--- src/rtl/addr_reg_stk.sv ---
// Address register with load/inc/dec, reserved-vector call and a LIFO return stack.
// Optional `AR_WRAP_LIMIT_EN` folds inc/dec into the range 0..WRAP_LIMIT.
module addr_reg_stk #(
  parameter int unsigned P          = 15,
  parameter logic [P:0]  RSV_ADDR   = 16'h0FFE,
  parameter int unsigned STEP       = 1,
  parameter int unsigned STK_DEPTH  = 4,
  parameter logic [P:0]  WRAP_LIMIT = 16'h0FFF
) (
  input  logic       clk,
  input  logic       rst_n,
  input  logic [P:0] data_in,
  input  logic       ld,
  input  logic       inc,
  input  logic       dec,
  input  logic       ld_reserved,
  input  logic       ret,
  input  logic       clr_err,
  output logic [P:0] data_out,
  output logic       stk_empty,
  output logic       stk_full,
  output logic       stk_ovf,
  output logic       stk_unf
);

  localparam int unsigned SPW  = $clog2(STK_DEPTH + 1);
  localparam int unsigned IDXW = $clog2(STK_DEPTH);
  localparam logic [SPW-1:0] DEPTH_C = SPW'(STK_DEPTH);
  localparam logic [P:0]     STEP_P  = (P+1)'(STEP);

  logic [P:0]      r_addr;
  logic [SPW-1:0]  r_sp;
  logic            r_ovf;
  logic            r_unf;
  logic [P:0]      r_stk [STK_DEPTH];

  logic [P:0]      w_inc_addr;
  logic [P:0]      w_dec_addr;
  logic [P:0]      w_nxt_addr;
  logic [SPW-1:0]  w_sp_m1;
  logic [IDXW-1:0] w_wr_idx;
  logic [IDXW-1:0] w_rd_idx;
  logic            w_empty;
  logic            w_full;
  logic            w_push;
  logic            w_pop;
  logic            w_set_ovf;
  logic            w_set_unf;

`ifdef AR_WRAP_LIMIT_EN
  // One extra bit keeps the sum exact before folding back into 0..WRAP_LIMIT.
  localparam logic [P+1:0] STEP_X = (P+2)'(STEP);
  localparam logic [P+1:0] LIM_X  = {1'b0, WRAP_LIMIT};
  localparam logic [P+1:0] LIM_P1 = LIM_X + 1'b1;
  logic [P+1:0] w_sum;

  always_comb begin
    w_sum      = {1'b0, r_addr} + STEP_X;
    w_inc_addr = (w_sum > LIM_X) ? (P+1)'(w_sum - LIM_P1) : w_sum[P:0];
    w_dec_addr = (r_addr < STEP_P) ? (P+1)'({1'b0, r_addr} + LIM_P1 - STEP_X)
                                   : r_addr - STEP_P;
  end
`else
  always_comb begin
    w_inc_addr = r_addr + STEP_P;
    w_dec_addr = r_addr - STEP_P;
  end
`endif

  assign w_empty  = (r_sp == '0);
  assign w_full   = (r_sp == DEPTH_C);
  assign w_sp_m1  = r_sp - 1'b1;
  assign w_wr_idx = r_sp[IDXW-1:0];
  assign w_rd_idx = w_sp_m1[IDXW-1:0];

  always_comb begin
    w_nxt_addr = r_addr;
    w_push     = 1'b0;
    w_pop      = 1'b0;
    w_set_ovf  = 1'b0;
    w_set_unf  = 1'b0;
    if (ld) begin
      w_nxt_addr = data_in;
    end else if (inc) begin
      w_nxt_addr = w_inc_addr;
    end else if (dec) begin
      w_nxt_addr = w_dec_addr;
    end else if (ld_reserved) begin
      // The vector load happens even when the push is dropped.
      w_nxt_addr = RSV_ADDR;
      if (w_full) w_set_ovf = 1'b1;
      else        w_push    = 1'b1;
    end else if (ret) begin
      if (w_empty) begin
        w_set_unf = 1'b1;
      end else begin
        w_pop      = 1'b1;
        w_nxt_addr = r_stk[w_rd_idx];
      end
    end
  end

  always_ff @(posedge clk or negedge rst_n) begin
    if (!rst_n) begin
      r_addr <= '0;
      r_sp   <= '0;
      r_ovf  <= 1'b0;
      r_unf  <= 1'b0;
    end else begin
      r_addr <= w_nxt_addr;
      if (w_push)     r_sp <= r_sp + 1'b1;
      else if (w_pop) r_sp <= w_sp_m1;
      if (w_set_ovf)    r_ovf <= 1'b1;
      else if (clr_err) r_ovf <= 1'b0;
      if (w_set_unf)    r_unf <= 1'b1;
      else if (clr_err) r_unf <= 1'b0;
    end
  end

  // Stack storage needs no reset; sp alone defines which entries are live.
  always_ff @(posedge clk) begin
    if (w_push) r_stk[w_wr_idx] <= r_addr;
  end

  assign data_out  = r_addr;
  assign stk_empty = w_empty;
  assign stk_full  = w_full;
  assign stk_ovf   = r_ovf;
  assign stk_unf   = r_unf;

endmodule

--- config.mk ---
export PLATFORM = sky130hd
export DESIGN_NAME = addr_reg_stk
export DESIGN_NICKNAME = d
export VERILOG_FILES = /design/src/rtl/addr_reg_stk.sv
export SDC_FILE = /design/constraint.sdc
export NUM_CORES = 1
export LEC_CHECK = 0
export CORE_MARGIN = 10
export CORE_UTILIZATION = 40
export CTS_BUF_LIST = sky130_fd_sc_hd__clkbuf_8
export CTS_CLUSTER_DIAMETER = 150
export CTS_CLUSTER_SIZE = 28
export DETAILED_ROUTE_END_ITERATION = 10
export PLACE_DENSITY = 0.6
export SETUP_SLACK_MARGIN = 0.02
export SYNTH_ARGS = -nofsm -noshare
export SYNTH_HDL_FRONTEND = slang
export SYNTH_SLANG_ARGS = --single-unit
--- constraint.sdc ---
create_clock -name clk -period 7.5 [get_ports clk]
set_input_delay 1.125 -clock clk [delete_from_list [all_inputs] [get_ports clk]]
set_output_delay 1.125 -clock clk [all_outputs]
set_load 0.1 [all_outputs]
==> impl_metrics.json <==
{
  "clock_sinks": 85,
  "ys_ff_latch": 85,
  "post-cts-setup-buffers": 0,
  "cts_tree": "yes",
  "drive_gt1_frac": 0.114,
  "ys.flop_type": "edfxtp_1",
  "cap_viol_max_count": 0,
  "relSlewSlack": 0.263,
  "final_util": 0.475,
  "start_util": 0.412,
  "cpPeakStageDelay_ns": 0.92,
  "critPathLaunchType": "input pin",
  "syn_area_mm2": 0.00427,
  "numCtsBuffers": 9,
  "synth_edf_count": 64,
  "synth_cell_types": 57,
  "worst_ep_required_time_ns": 7.48,
  "min_period_over_period": 0.508,
  "fp.dieH_um": 123,
  "path_cells": "clkdlybuf4s50_1 > or4b_1 > nor2_1 > and2_1",
  "vias_per_cell": 5.78,
  "fmax_mhz": 262,
  "yosys_warnings": 0,
  "gr-total-overflow": 0,
  "place_area_mm2": 0.00475,
  "cts_hold_buf": 0,
  "remaining_drc_errors": 0,
  "fin_nets": 393,
  "crit_path_end_kind": "flop",
  "globalRouteTotalUtil": 0.152,
  "ant_nets": 0,
  "area_growth_pct": 15.5,
  "powerDensity_mw_per_mm2": 292,
  "postLayoutCellArea_mm2": 0.00493,
  "leakage_nw": 1.67,
  "htreeDepth": 3,
  "vias": 2905,
  "drt_iter0_drc": 237,
  "finalMaxSlewViolations": 0,
  "hold_class": "reg2reg",
  "dr.pass1.iters": 5,
  "rows": 37,
  "ir_worst_vdd_uv": 204,
  "clk_pin_slew_ns": 0.08,
  "clock_skew_ns": 0.0135,
  "cpMaxStageDelayCell": "clkdlybuf4s50_1",
  "mostFrequentLayoutCell": "edfxtp_1",
  "gp_congestion": 0.815,
  "fp.dieW_um": 123,
  "netlist_instances": 330,
  "rsz0062_at_grt": "no",
  "die-area_mm2": 0.0152,
  "antenna_found_initial": 0,
  "n_antenna_cell": 0,
  "power_mw": 1.44,
  "crit_family": "simple AND/OR/NAND/NOR gates",
  "io-pin-count": 44,
  "yosysSeqAreaShare": 0.573,
  "path_buf_inv": 1,
  "cts-root-buf": "clkbuf_8",
  "routed_wirelength_mm": 11.1,
  "core_mm2": 0.0104,
  "dp_hpwl_mm": 7.52,
  "setup_tns_ns": 0,
  "clk_path_buf_depth": 2,
  "first_global_vias": 2922,
  "clk-insertion-delay-late_ns": 0.36,
  "nFillCells": 913,
  "setup_viol": 0,
  "cp_max_fo": 26,
  "worst_slew_pin_slew_ns": 1.10,
  "outcome": "complete, no violations",
  "syn_avg_cell_area_um2": 12.9,
  "crit_type": "in2reg",
  "final_cell_mix": "edfxtp_1 (64), clkdlybuf4s50_1 (43), dfrtp_1 (21), nor2_1 (19), a21oi_1 (18)",
  "io_buffer_count": 43,
  "cts_resized": 0,
  "wl_per_cell_um": 22.1,
  "grt_pass1_wl_mm": 17.6,
  "arrival_ns": 3.79,
  "finalHoldViolCount": 0,
  "fin_crit_ns": 3.81,
  "async_flop_share": 0.247,
  "grt_max_degree": 31,
  "syn_nets": 361
}
report_power, final:
| part | internal, mW | switching (mW) | total [mW] |
|---|---|---|---|
| clock network | 0.122 | 0.172 | 0.293 |
| registers | 0.550 | 0.0595 | 0.609 |
| logic | 0.208 | 0.330 | 0.539 |
synthesized netlist by cell type, types with 2 or more instances:
library cell  number  area [µm²]
a211oi_1           4        30.0
a21o_1             2        15.0
a21oi_1           18        90.1
a221o_1            2        20.0
a22o_1             2        17.5
a22oi_1            2        15.0
a31oi_1            3        18.8
and2_1             6        37.5
and4_1             4        35.0
buf_2              7        35.0
buf_4              3        22.5
clkbuf_1          14        52.6
dfrtp_1           21         526
edfxtp_1          64        1920
ha_1               7        87.6
inv_1             11        41.3
mux4_2            16         360
nand2_1           11        41.3
nand2b_1           3        18.8
nand3_1           10        50.1
nand4_1            5        31.3
nor2_1            19        71.3
nor3_1             2        10.0
nor4_1             7        43.8
o21ai_0           13        65.1
o21ai_1            2        10.0
o221ai_1           3        26.3
o22ai_1            9        56.3
o31ai_1            3        22.5
or2_2              3        18.8
or3_1              5        31.3
or4_1              3        22.5
or4b_1             2        20.0
xnor2_1           14         123
xor2_1             8        70.1
sequential cells by signal (all words and copies together) (netlist names):
register / count
data_out: 16
r_sp: 3
r_stk: 64
stk_ovf: 1
stk_unf: 1
cells by family after synthesis:
logic type	share of synthesized area
multiplexers	0.0870
AO/OA/AOI/OAI	0.118
XOR/XNOR	0.0451
adder cells (fa/ha/maj)	0.0205
AND/OR/NAND/NOR	0.113
buffers and inverters	0.0428
flip-flops	0.573
layer usage:
metal,up-vias,share of wire,track usage
li1,1343,-,-
met1,1442,0.44,0.201
met2,116,0.48,0.244
met3,4,0.069,0.0401
met4,0,0.0057,0.0364
met5,-,0,0
final timing paths:
path                       cells past startpoint           startpoint  slack (ns)                        to
hold reg to reg                                1  r_sp[2]$_DFFE_PN0P_        0.50       r_sp[2]$_DFFE_PN0P_
setup / recovery                               4                   ld        3.69     r_stk[1][3]$_DFFE_PP_
setup reg to reg                               7  r_sp[0]$_DFFE_PN0P_        4.54   data_out[6]$_DFFE_PN0P_
max in group asynchronous                      1                rst_n        5.47   data_out[0]$_DFFE_PN0P_
hold / removal                                 1  r_sp[2]$_DFFE_PN0P_        0.50       r_sp[2]$_DFFE_PN0P_
min in group asynchronous                      1                rst_n        1.35  data_out[12]$_DFFE_PN0P_
per-stage QoR:
| step | instances | worst slack [ns] | hold slack, ns |
|---|---|---|---|
| 2_1_floorplan | 330 | 4.34 | 0.460 |
| 3_3_place_gp | 486 | 3.37 | 0.492 |
| 3_5_place_dp | 486 | 3.33 | 0.489 |
| 4_1_cts | 502 | 3.66 | 0.500 |
| 5_1_grt | 503 | 3.45 | 0.530 |
| 6_report | 503 | 3.69 | 0.496 |
area by class of cell:
class,count,area [µm²],share of cell area
sequential,85,2450,0.496
multi-input combinational,208,1640,0.332
clock inverter,7,50.0,0.0102
timing repair buffer,47,458,0.0929
clock buffer,9,124,0.0251
tap,136,170,0.0345
inverter,11,41.3,0.00838
Power figures use the tool's default switching activity.
